File: config.mk
export PLATFORM = sky130hd
export DESIGN_NAME = hiscore_upload_reader_flat
export DESIGN_NICKNAME = d
export VERILOG_FILES = /design/src/rtl/hiscore_upload_reader_pkg.sv /design/src/rtl/hiscore_upload_reader_if.sv /design/src/rtl/hiscore_upload_reader_delay_line.sv /design/src/rtl/hiscore_upload_reader.sv /design/src/flat_wrapper.sv
export SDC_FILE = /design/constraint.sdc
export NUM_CORES = 1
export LEC_CHECK = 0
export BUFFER_PORTS_ARGS = -buffer_cell sky130_fd_sc_hd__buf_2
export CAP_MARGIN = 20
export CORE_MARGIN = 2
export CORE_UTILIZATION = 40
export CTS_BUF_LIST = sky130_fd_sc_hd__clkbuf_8
export DETAILED_ROUTE_END_ITERATION = 12
export GPL_TIMING_DRIVEN = 0
export PLACE_DENSITY = 0.71
export SYNTH_ARGS = -nofsm -noshare
export SYNTH_HDL_FRONTEND = slang
export SYNTH_HIERARCHICAL = 1
export SYNTH_SLANG_ARGS = --single-unit
File: constraint.sdc
create_clock -name clk_sys -period 2.85 [get_ports clk_sys]
set_input_delay 0.285 -clock clk_sys [delete_from_list [all_inputs] [get_ports clk_sys]]
set_output_delay 0.285 -clock clk_sys [all_outputs]
set_load 0.1 [all_outputs]
File: src/rtl/hiscore_upload_reader_pkg.sv
// -----------------------------------------------------------------------------
// hiscore_pkg
// Shared definitions for the hiscore/NVRAM upload reader:
//   - state_t         : responder FSM states
//   - HS_DEF_PAD      : default byte returned for out-of-window reads
//   - HS_DEF_INDEX    : default ioctl_index that selects this block
//   - addr_in_window(): true when an HPS byte address maps into the RAM window
// -----------------------------------------------------------------------------
package hiscore_pkg;

    typedef enum logic [2:0] {
        IDLE       = 3'd0,
        PAUSE_WAIT = 3'd1,
        READY      = 3'd2,
        FETCH      = 3'd3,
        RELEASE    = 3'd4
    } state_t;

    localparam logic [7:0] HS_DEF_PAD   = 8'hFF;
    localparam logic [7:0] HS_DEF_INDEX = 8'd4;

    // An address is in-window only if every bit above the RAM address width is
    // zero and it is below the number of bytes actually served.
    function automatic logic addr_in_window(input logic [24:0] addr,
                                            input int unsigned aw,
                                            input int unsigned size);
        logic [31:0] a;
        a = {7'd0, addr};
        return ((a >> aw) == 32'd0) && (a < size);
    endfunction

endpackage

File: src/rtl/hiscore_upload_reader_if.sv
// -----------------------------------------------------------------------------
// hiscore_upload_reader_if
// HPS upload (ioctl read) bus between hps_io and the upload reader.
//   ioctl_upload : high while the HPS runs an upload
//   ioctl_index  : upload target index
//   ioctl_rd     : one-cycle read strobe
//   ioctl_addr   : byte address qualified by ioctl_rd
//   ioctl_din    : byte returned to the HPS
// Handshake: ioctl_rd is a single-cycle strobe with no back-pressure; the
// address is only meaningful in the strobe cycle. The responder has no ready
// signal, so ioctl_din simply holds the last captured byte until the next
// capture and the HPS is expected to space strobes far enough apart.
// Modports: master = hps_io side, slave = upload reader side.
// -----------------------------------------------------------------------------
interface hiscore_upload_reader_if;
    logic        ioctl_upload;
    logic [7:0]  ioctl_index;
    logic        ioctl_rd;
    logic [24:0] ioctl_addr;
    logic [7:0]  ioctl_din;

    modport master (
        output ioctl_upload,
        output ioctl_index,
        output ioctl_rd,
        output ioctl_addr,
        input  ioctl_din
    );

    modport slave (
        input  ioctl_upload,
        input  ioctl_index,
        input  ioctl_rd,
        input  ioctl_addr,
        output ioctl_din
    );
endinterface

File: src/rtl/hiscore_upload_reader_delay_line.sv
// -----------------------------------------------------------------------------
// hs_delay_line
// DEPTH-deep valid shift register. A pulse on i_vld appears on o_vld exactly
// DEPTH cycles later; i_clr flushes every stage.
//   clk_sys : clock
//   reset_n : asynchronous active-low reset
//   i_clr   : synchronous flush
//   i_vld   : input pulse
//   o_vld   : delayed pulse
// -----------------------------------------------------------------------------
module hs_delay_line #(
    parameter int unsigned DEPTH = 1
) (
    input  logic clk_sys,
    input  logic reset_n,
    input  logic i_clr,
    input  logic i_vld,
    output logic o_vld
);

    logic [DEPTH-1:0] r_sr;

    always_ff @(posedge clk_sys or negedge reset_n) begin
        if (!reset_n) begin
            r_sr <= '0;
        end else if (i_clr) begin
            r_sr <= '0;
        end else begin
            r_sr[0] <= i_vld;
            for (int i = 1; i < int'(DEPTH); i++) begin
                r_sr[i] <= r_sr[i-1];
            end
        end
    end

    assign o_vld = r_sr[DEPTH-1];

endmodule

File: src/rtl/hiscore_upload_reader.sv
// -----------------------------------------------------------------------------
// hiscore_upload_reader
// Core-side responder for the hps_io upload direction. While an upload with
// the matching index is active it pauses the CPU, waits for the bus to settle,
// takes over the work-RAM read port and answers HPS read strobes with RAM
// bytes (or PAD outside the window).
// Ports:
//   clk_sys, reset_n : clock, asynchronous active-low reset
//   hps              : ioctl upload bus (slave side)
//   pause_req        : CPU pause request
//   paused           : CPU halted acknowledge
//   ram_sel          : 1 = this block owns the work-RAM read port
//   ram_addr         : work-RAM read address
//   ram_q            : work-RAM read data
//   busy             : high from upload accept until release completes
//   o_dbg_state      : current FSM state
//   o_dbg_overrun    : a strobe was dropped because one was already pending
// -----------------------------------------------------------------------------
module hiscore_upload_reader
    import hiscore_pkg::*;
#(
    parameter int unsigned AW     = 10,
    parameter int unsigned SIZE   = 1024,
    parameter logic [7:0]  INDEX  = HS_DEF_INDEX,
    parameter int unsigned RD_LAT = 1,
    parameter int unsigned SETTLE = 16,
    parameter logic [7:0]  PAD    = HS_DEF_PAD
) (
    input  logic                  clk_sys,
    input  logic                  reset_n,
    hiscore_upload_reader_if.slave hps,
    output logic                  pause_req,
    input  logic                  paused,
    output logic                  ram_sel,
    output logic [AW-1:0]         ram_addr,
    input  logic [7:0]            ram_q,
    output logic                  busy,
    output state_t                o_dbg_state,
    output logic                  o_dbg_overrun
);

    // Wide enough for SETTLE-1 and for the two-step release sequence.
    localparam int CW = $clog2(SETTLE + 2);

    state_t          r_state;
    logic            r_active_q;
    logic [CW-1:0]   r_cnt;
    logic            r_pend;
    logic [24:0]     r_pend_addr;
    logic            r_overrun;
    logic            r_addr_vld;
    logic [7:0]      r_din;
    logic            r_pause_req;
    logic            r_ram_sel;
    logic [AW-1:0]   r_ram_addr;
    logic            r_busy;

    logic            w_active;
    logic            w_fall;
    logic            w_abort;
    logic            w_req;
    logic [24:0]     w_req_addr;
    logic            w_req_win;
    logic            w_cap;
    logic            w_clr;

    assign w_active = hps.ioctl_upload && (hps.ioctl_index == INDEX);
    assign w_fall   = r_active_q && !w_active;
    // A falling edge while idle or already releasing needs no action.
    assign w_abort  = w_fall && (r_state != IDLE) && (r_state != RELEASE);

    // A pending strobe is older than a fresh one, so it is served first.
    assign w_req      = r_pend || hps.ioctl_rd;
    assign w_req_addr = r_pend ? r_pend_addr : hps.ioctl_addr;
    assign w_req_win  = addr_in_window(w_req_addr, AW, SIZE);

    assign w_clr = (r_state == RELEASE);

    // r_addr_vld marks the cycle a new address sits on the RAM port; after
    // RD_LAT more cycles the RAM data is valid and is captured on the next edge.
    hs_delay_line #(
        .DEPTH (RD_LAT)
    ) u_delay (
        .clk_sys (clk_sys),
        .reset_n (reset_n),
        .i_clr   (w_clr),
        .i_vld   (r_addr_vld),
        .o_vld   (w_cap)
    );

    always_ff @(posedge clk_sys or negedge reset_n) begin
        if (!reset_n) begin
            r_state     <= IDLE;
            r_active_q  <= 1'b0;
            r_cnt       <= '0;
            r_pend      <= 1'b0;
            r_pend_addr <= '0;
            r_overrun   <= 1'b0;
            r_addr_vld  <= 1'b0;
            r_din       <= 8'h00;
            r_pause_req <= 1'b0;
            r_ram_sel   <= 1'b0;
            r_ram_addr  <= '0;
            r_busy      <= 1'b0;
        end else begin
            r_active_q <= w_active;
            r_addr_vld <= 1'b0;
            if (w_abort) begin
                // Any in-flight fetch is dropped; its capture is ignored.
                r_state   <= RELEASE;
                r_ram_sel <= 1'b0;
                r_cnt     <= '0;
                r_pend    <= 1'b0;
            end else begin
                case (r_state)
                    IDLE: begin
                        // Level test here: a rise seen during RELEASE is
                        // still honoured once IDLE is reached.
                        if (w_active) begin
                            r_state     <= PAUSE_WAIT;
                            r_pause_req <= 1'b1;
                            r_busy      <= 1'b1;
                            r_cnt       <= '0;
                            r_overrun   <= 1'b0;
                            r_pend      <= hps.ioctl_rd;
                            r_pend_addr <= hps.ioctl_addr;
                        end
                    end
                    PAUSE_WAIT: begin
                        if (hps.ioctl_rd) begin
                            if (r_pend) begin
                                r_overrun <= 1'b1;
                            end else begin
                                r_pend      <= 1'b1;
                                r_pend_addr <= hps.ioctl_addr;
                            end
                        end
                        if (!paused) begin
                            r_cnt <= '0;
                        end else if (r_cnt == CW'(SETTLE - 1)) begin
                            r_state   <= READY;
                            r_ram_sel <= 1'b1;
                        end else begin
                            r_cnt <= r_cnt + 1'b1;
                        end
                    end
                    READY: begin
                        if (w_req) begin
                            if (w_req_win) begin
                                r_ram_addr <= w_req_addr[AW-1:0];
                                r_addr_vld <= 1'b1;
                                r_state    <= FETCH;
                            end else begin
                                r_din <= PAD;
                            end
                            // Serving the pending one while a new strobe
                            // arrives: the new strobe becomes the pending one.
                            if (r_pend && hps.ioctl_rd) begin
                                r_pend_addr <= hps.ioctl_addr;
                            end else begin
                                r_pend <= 1'b0;
                            end
                        end
                    end
                    FETCH: begin
                        if (hps.ioctl_rd) begin
                            if (r_pend) begin
                                r_overrun <= 1'b1;
                            end else begin
                                r_pend      <= 1'b1;
                                r_pend_addr <= hps.ioctl_addr;
                            end
                        end
                        if (w_cap) begin
                            r_din   <= ram_q;
                            r_state <= READY;
                        end
                    end
                    RELEASE: begin
                        // ram_sel already dropped; then pause_req, then busy.
                        if (r_cnt == '0) begin
                            r_pause_req <= 1'b0;
                            r_cnt       <= CW'(1);
                        end else begin
                            r_busy  <= 1'b0;
                            r_state <= IDLE;
                        end
                    end
                    default: begin
                        r_state <= IDLE;
                    end
                endcase
            end
        end
    end

    assign hps.ioctl_din = r_din;
    assign pause_req     = r_pause_req;
    assign ram_sel       = r_ram_sel;
    assign ram_addr      = r_ram_addr;
    assign busy          = r_busy;
    assign o_dbg_state   = r_state;
    assign o_dbg_overrun = r_overrun;

endmodule

File: src/flat_wrapper.sv
// flat-port wrapper written by rule: the top's interface ports become plain ports
module hiscore_upload_reader_flat import hiscore_pkg::*;
#(
    parameter int unsigned AW     = 10,
    parameter int unsigned SIZE   = 1024,
    parameter logic [7:0]  INDEX  = HS_DEF_INDEX,
    parameter int unsigned RD_LAT = 1,
    parameter int unsigned SETTLE = 16,
    parameter logic [7:0]  PAD    = HS_DEF_PAD
)
  (clk_sys, reset_n, pause_req, paused, ram_sel, ram_addr, ram_q, busy, o_dbg_state, o_dbg_overrun, hps_ioctl_upload, hps_ioctl_index, hps_ioctl_rd, hps_ioctl_addr, hps_ioctl_din);
  hiscore_upload_reader_if hps_i ();
  input  logic clk_sys;
  input  logic reset_n;
  output logic pause_req;
  input  logic paused;
  output logic ram_sel;
  output logic [AW-1:0] ram_addr;
  input  logic [7:0] ram_q;
  output logic busy;
  output state_t o_dbg_state;
  output logic o_dbg_overrun;
  input wire logic [$bits(hps_i.ioctl_upload)-1:0] hps_ioctl_upload;
  input wire logic [$bits(hps_i.ioctl_index)-1:0] hps_ioctl_index;
  input wire logic [$bits(hps_i.ioctl_rd)-1:0] hps_ioctl_rd;
  input wire logic [$bits(hps_i.ioctl_addr)-1:0] hps_ioctl_addr;
  output wire logic [$bits(hps_i.ioctl_din)-1:0] hps_ioctl_din;
  assign hps_i.ioctl_upload = hps_ioctl_upload;
  assign hps_i.ioctl_index = hps_ioctl_index;
  assign hps_i.ioctl_rd = hps_ioctl_rd;
  assign hps_i.ioctl_addr = hps_ioctl_addr;
  assign hps_ioctl_din = hps_i.ioctl_din;
  hiscore_upload_reader #(.AW(AW), .SIZE(SIZE), .INDEX(INDEX), .RD_LAT(RD_LAT), .SETTLE(SETTLE), .PAD(PAD)) u_core (.clk_sys(clk_sys), .reset_n(reset_n), .hps(hps_i), .pause_req(pause_req), .paused(paused), .ram_sel(ram_sel), .ram_addr(ram_addr), .ram_q(ram_q), .busy(busy), .o_dbg_state(o_dbg_state), .o_dbg_overrun(o_dbg_overrun));
endmodule
==> results.py, run 1 <==
metrics = {
    "critical_path": {
        "path_buf_inv": 2,
        "crit_required_ns": 3.05,
        "slowest_stage": "or4_1",
        "critPathMaxFanout": 10,
        "worstPathArrival_ns": 2.62,
        "critPathKind": "reg2reg",
        "path_cells": "buf_2 > or4_1 > o22ai_2 > nand2_1 > or3b_1 > buf_6 > mux2_4",
        "cpPeakStageDelay_ns": 0.54,
        "cp-start-kind": "flip-flop",
        "end_kind": "flip-flop",
        "critical-path-top-delay-family": "simple AND/OR/NAND/NOR gates",
    },
    "logic_synthesis": {
        "synth_edf_count": 0,
        "synth_top_area_share_pct": 50.9,
        "synth_area_um2": 2900,
        "yosysSeqAreaShare_pct": 50.9,
        "synthSimpleGateAreaFrac_pct": 10.7,
        "synth_nets": 286,
        "synth_most_common_cell": "dfrtp_1",
        "syn_inst": 237,
        "synth_top_family_by_area": "multiplexers",
        "synth_warnings": 6,
        "synth_xor_area_share_pct": 0,
        "synth_fa_ha_area_share_pct": 1.29,
        "yosysTopAreaCell": "dfrtp_1",
        "yosysUniqueCellTypes": 52,
        "synthMuxAreaShare_pct": 21.7,
        "synthTopCellsByCount": "dfrtp_1 (59), mux2_2 (36), inv_1 (17)",
        "synth-seq-cells": 59,
        "async_flop_share_pct": 100,
        "ys_top_cells_by_area": "dfrtp_1 (51%), mux2_2 (14%), mux2_4 (4.7%)",
        "synth_ff_type": "dfrtp_1",
        "synth_compound_area_share_pct": 10.6,
        "synth_area_per_cell_um2": 12.2,
    },
    "power_and_ir_drop": {
        "peakVddDrop_mv": 0.420,
        "p_leak_nw": 1.72,
        "pwr-share-seq_pct": 42.6,
        "p_sw_uw": 846,
        "p_clk_share_pct": 25.9,
        "comb_power_share_pct": 31.5,
        "sw_frac_of_total_pct": 30.9,
        "intPower_mw": 1.89,
        "power.density_nw_per_um2": 764,
    },
    "cts": {
        "cts_tree": "built",
        "clock_path_buffers": 2,
        "hold_buffers": 0,
        "post_cts_buffers": 0,
        "numCtsBuffers": 9,
        "cts.sinks": 59,
        "insertion_delay_ns": 0.32,
        "cts_htree_levels": 3,
        "cts_root_buffer": "clkbuf_8",
        "clk_pin_slew_ns": 0.06,
        "ctsResizeCount": 0,
    },
    "finish": {
        "area_growth_pct": 23.3,
        "diodes": 0,
        "stdcell_area_um2": 3580,
        "drive_above_1_share_pct": 45.7,
        "post-route-util_pct": 50.1,
        "finalNetCount": 368,
    },
    "timing": {
        "max-slew-margin-rel_pct": 50.3,
        "report.final.slew_viol_count": 0,
        "rsz0062_at_grt": "false",
        "period_share_pct": 84.9,
        "hold_violations": 0,
        "max_freq_mhz": 413,
        "tns_ns": 0,
        "hold_slack_ns": 0.00370,
        "finalCriticalPeriod_ns": 2.42,
        "tightest_slew_ns": 0.734,
        "finClkSkew_ns": 0.00732,
        "setup_viol": 0,
    },
    "floorplan": {
        "core_um2": 7140,
        "placementRows": 31,
        "die_h_um": 89.2,
        "die_x_um": 89.2,
        "start_util_pct": 40.7,
        "dieArea_um2": 7950,
        "ios": 71,
    },
    "flow_run": {
        "cap_violations": 0,
    },
    "drt": {
        "routed_wl_mm": 5.89,
        "drcViolationCount": 0,
        "num_vias": 2127,
        "wl_per_cell_um": 14.0,
        "final_antenna_net_count": 0,
        "firstDrtPassIters": 4,
        "drtIter0Drc": 70,
        "vias_per_cell": 5.05,
    },
    "placement": {
        "numPortBuffers": 70,
        "gp_congestion": 0.823,
        "post_dp_cell_area_um2": 3400,
        "place_hpwl_mm": 4.45,
    },
    "global_routing": {
        "track_usage_pct": 16.4,
        "grt_pass1_wl_mm": 9.96,
        "gr-total-overflow": 0,
        "grt_max_degree": 31,
        "antenna_found_initial": 0,
        "grt_pass1_vias": 2131,
    },
    "outcome": {
        "status": "complete, no violations",
    },
    "hold_path": {
        "min_path_type": "in2async",
    },
}
[worst paths after layout]
check                                                       to                        start  slack [ns]  cells after the start
min reg2reg                     u_core/u_delay/o_vld$_DFF_PN0_  u_core/r_addr_vld$_DFF_PN0_        0.47                      1
max reg2reg                     u_core/ram_addr[4]$_DFFE_PN0P_    u_core/r_pend$_DFFE_PN0P_        0.43                      7
min                        u_core/hps.ioctl_din[7]$_DFFE_PN0P_                      reset_n       0.004                      1
max                             u_core/ram_addr[4]$_DFFE_PN0P_    u_core/r_pend$_DFFE_PN0P_        0.43                      7
max in group asynchronous   u_core/r_pend_addr[13]$_DFFE_PN0P_                      reset_n        2.25                      2
min in group clk_sys         u_core/r_pend_addr[8]$_DFFE_PN0P_            hps_ioctl_addr[8]        0.21                      2
[cell type report]
cell class                      instances  area [um2]
Tap cell                               99         124
Timing Repair Buffer                   71         370
Inverter                               17        63.8
Clock buffer                           10         138
Buffer                                 10        75.1
Multi-Input combinational cell        151        1290
Clock inverter                          4        43.8
Fill cell                             686        3560
Sequential cell                        59        1480
[routing by layer]
metal / routed length, um / share of wire [%] / global-route usage, % / up-vias
met5: 0 / 0 / 0 / -
met4: 60 / 1.0 / 5.56 / 0
met3: 358 / 6.1 / 5.08 / 6
met2: 2790 / 47 / 26.7 / 64
met1: 2690 / 46 / 20.9 / 1041
li1: - / - / - / 1016
[worst register-to-register path, cell delays in order (launching register included)]
cell,delay [ns]
dfrtp_1,0.35
buf_2,0.17
or4_1,0.55
o22ai_2,0.22
nand2_1,0.08
or3b_1,0.44
buf_6,0.19
mux2_4,0.31
[stage by stage]
stage               std cells  setup slack (ns)  total power [mW]
global route              421             0.323              2.93
floorplan                 237             0.394              1.84
CTS                       421             0.410              2.78
detailed placement        407             0.255              2.05
global placement          406             0.263              2.01
finish                    421             0.429              2.73
[registers in the layout, indices dropped and copies added, names as in the netlist]
signal	flops
u_core/busy	1
u_core/hps.ioctl_din	8
u_core/o_dbg_overrun	1
u_core/o_dbg_state	3
u_core/pause_req	1
u_core/r_active_q	1
u_core/r_addr_vld	1
u_core/r_cnt	5
u_core/r_pend	1
u_core/r_pend_addr	25
u_core/ram_addr	10
u_core/ram_sel	1
u_core/u_delay/o_vld	1
[placed cells by master, fill, tap and decap left out, types with 2 or more instances in the layout]
master    instances
nor2_1           15
nor3_1            4
nand2_1          10
clkinv_2          2
clkbuf_8         11
nor4b_1           2
nand3_1           3
dfrtp_1          59
mux2i_1           9
o21a_1            2
a21oi_1          13
mux2_4            9
nor4_1            5
a21o_1            3
mux2_2           36
o21ai_0           4
clkbuf_1          3
buf_2            71
a22o_1            3
buf_6             3
ha_1              3
inv_1            18
a22oi_1           2
[power by group through the flow]
stage,Clock (mW),Combinational (mW),Sequential (mW)
floorplan,0,0.602,1.24
global placement,0,0.843,1.17
detailed placement,0,0.872,1.18
CTS,0.739,0.874,1.17
global route,0.785,0.951,1.20
finish,0.709,0.861,1.16
[cells by family after synthesis]
group,after synthesis
compound gates,40
fa+ha+maj,3
buf+inv,27
flops,59
mux,54
simple gates,54
(Power assumes the default switching activity.)
==> inputs of run 2 (changes only) <==
==> constraint.sdc (replaced) <==
create_clock -name clk_sys -period 2.3 [get_ports clk_sys]
set_input_delay 0.23 -clock clk_sys [delete_from_list [all_inputs] [get_ports clk_sys]]
set_output_delay 0.23 -clock clk_sys [all_outputs]
set_load 0.1 [all_outputs]
==> run 2 against run 1 <==
  * Non-clock buffer count up 3
  * Via count is essentially flat
  * Cell area up 1.0%
  * Count of clock-buffer cells in the layout stayed put
  * First-iteration DRC count increased by 34%
  * Fmax grew 8.0%
  * Combinational power rose by 27%
  * Clock power is 11% higher
  * Wire length grew 3.4%
==> results.py, run 2 (synthesis gave the netlist of run 1 again) <==
metrics = {
    "drt": {
        "drtIter0Drc": 94,
        "firstDrtPassIters": 4,
        "vias_per_cell": 5.01,
        "final_antenna_net_count": 0,
        "drcViolationCount": 0,
        "num_vias": 2128,
        "wl_per_cell_um": 14.3,
        "routed_wl_mm": 6.09,
    },
    "power_and_ir_drop": {
        "pwr-share-seq_pct": 43.9,
        "power.density_nw_per_um2": 925,
        "finalPower_mw": 3.34,
        "comb_power_share_pct": 32.5,
        "p_sw_mw": 1.08,
        "p_clk_share_pct": 23.6,
        "intPower_mw": 2.26,
        "sw_frac_of_total_pct": 32.3,
        "peakVddDrop_mv": 0.440,
        "p_leak_nw": 1.73,
    },
    "global_routing": {
        "antenna_found_initial": 0,
        "grt_pass1_wl_mm": 9.69,
        "track_usage_pct": 16.1,
        "gr-total-overflow": 0,
        "grt_max_degree": 32,
        "grt_pass1_vias": 2123,
    },
    "critical_path": {
        "crit_required_ns": 2.52,
        "r2r-end": "u_core/ram_addr[9]$_DFFE_PN0P_",
        "slowest_stage": "or4_4",
        "cp-start-kind": "flip-flop",
        "path_cells": "or4_4 > o22ai_4 > nand2_1 > or3b_4 > buf_8 > mux2_4",
        "cpPeakStageDelay_ns": 0.57,
        "reg2reg_from": "u_core/r_pend$_DFFE_PN0P_",
        "end_kind": "flip-flop",
        "r2r_setup_slack_ns": 0.06,
        "worstPathArrival_ns": 2.46,
        "rr_worst_depth": 6,
        "critPathMaxFanout": 10,
        "critPathKind": "reg2reg",
    },
    "timing": {
        "finalCriticalPeriod_ns": 2.24,
        "rsz0062_at_grt": "false",
        "max-slew-margin-rel_pct": 53.8,
        "finClkSkew_ns": 0.00654,
        "hold_violations": 0,
        "hold_slack_ns": 0.134,
        "max_freq_mhz": 446,
        "setup_viol": 0,
        "report.final.slew_viol_count": 0,
        "tightest_slew_ns": 0.693,
        "period_share_pct": 97.5,
        "setup_ws_ns": 0.0584,
    },
    "cts": {
        "cts_root_buffer": "clkbuf_8",
        "numCtsBuffers": 9,
        "cts_htree_levels": 3,
        "insertion_delay_ns": 0.34,
        "clock_path_buffers": 2,
        "clk_pin_slew_ns": 0.07,
        "cts.sinks": 59,
        "cts_tree": "built",
    },
    "placement": {
        "post-place-ws_ns": -0.202,
        "place_hpwl_mm": 4.34,
        "numPortBuffers": 70,
        "gp_congestion": 0.777,
    },
    "floorplan": {
        "core_um2": 7140,
        "die_x_um": 89.2,
        "placementRows": 31,
        "ios": 71,
        "die_h_um": 89.2,
        "dieArea_um2": 7950,
        "start_util_pct": 40.7,
    },
    "finish": {
        "final_common_cell": "buf_2",
        "largest_register_ffs": 25,
        "largest_register": "u_core/r_pend_addr",
        "post-route-util_pct": 50.7,
        "final_cell_mix": "buf_2 (70), dfrtp_1 (55), mux2_2 (36)",
        "finalNetCount": 371,
        "area_growth_pct": 24.6,
        "diodes": 0,
        "drive_above_1_share_pct": 48.2,
    },
    "hold_path": {
        "worst_hold_path.endpoint": "u_core/r_pend_addr[7]$_DFFE_PN0P_",
        "min_from": "hps_ioctl_addr[7]",
        "min_path_type": "in2reg",
        "min_path_cells": 2,
    },
    "flow_run": {
        "cap_violations": 0,
    },
    "outcome": {
        "status": "complete, no violations",
    },
}
[run 2: cell types whose count changed in the layout (fill, tap and decap cells not counted), sizes merged]
cell         before  now
dlygate4sd3       0    1
inv              18   19
clkinv            2    3
bufinv            1    0
buf              77   79
[run 2: stage by stage]
stage	area, um2	cells	TNS (ns)
2_1_floorplan	2910	237	0
3_3_place_gp	3380	406	-5.57
3_5_place_dp	3400	407	-5.09
4_1_cts	3590	423	0
5_1_grt	3620	425	0
6_report	3620	425	0
[run 2: metal layers]
layer	part of all wire, %	GRT usage (%)
met2	47	25.7
met4	1.3	6.51
met3	6.2	4.34
met5	0	0
met1	46	20.7
[run 2: repair_timing]
| action | 4_1_cts | 5_1_grt |
|---|---|---|
| endpoints found under the hold margin | 28 | 0 |
| pin swaps | 1 | 0 |
| resized for setup | 4 | 3 |
| cloned | 0 | 0 |
| setup buffers | 1 | 2 |
| hold buffers | 1 | 0 |
| setup endpoints to repair | 9 | 13 |
[run 2: cell type report]
class / count / area [um2]
Clock buffer: 10 / 138
Clock inverter: 5 / 22.5
Multi-Input combinational cell: 151 / 1310
Sequential cell: 59 / 1480
Buffer: 9 / 73.8
Fill cell: 686 / 3520
Timing Repair Buffer: 75 / 403
Inverter: 17 / 63.8
Tap cell: 99 / 124
[run 2: power by group through the flow]
stage	logic (mW)	registers, mW	clock network [mW]
2_1_floorplan	0.745	1.53	0
3_3_place_gp	1.05	1.45	0
3_5_place_dp	1.07	1.47	0
4_1_cts	1.06	1.47	0.820
5_1_grt	1.19	1.50	0.857
6_report	1.09	1.47	0.790
[run 2: worst max path at each step]
| stage | start | to | slack [ns] | cells past startpoint |
|---|---|---|---|---|
| 2_1_floorplan | u_core/r_pend$_DFFE_PN0P_ | u_core/ram_addr[1]$_DFFE_PN0P_ | 0.04 | 7 |
| 3_3_place_gp | hps_ioctl_index[4] | u_core/r_pend_addr[6]$_DFFE_PN0P_ | -0.22 | 8 |
| 3_5_place_dp | hps_ioctl_index[4] | u_core/r_pend_addr[11]$_DFFE_PN0P_ | -0.20 | 8 |
| 4_1_cts | u_core/r_pend$_DFFE_PN0P_ | u_core/ram_addr[9]$_DFFE_PN0P_ | 0.003 | 6 |
| 5_1_grt | u_core/r_pend$_DFFE_PN0P_ | u_core/ram_addr[8]$_DFFE_PN0P_ | 0.005 | 6 |
| 6_report | u_core/r_pend$_DFFE_PN0P_ | u_core/ram_addr[9]$_DFFE_PN0P_ | 0.06 | 6 |
[run 2: worst max-delay path, delay by kind of cell (launching register included)]
family / cells / cell delay (ns)
buffers and inverters: 1 / 0.17
AO/OA/AOI/OAI: 1 / 0.12
multiplexers: 1 / 0.30
flip-flops: 1 / 0.46
AND/OR/NAND/NOR: 3 / 1.07
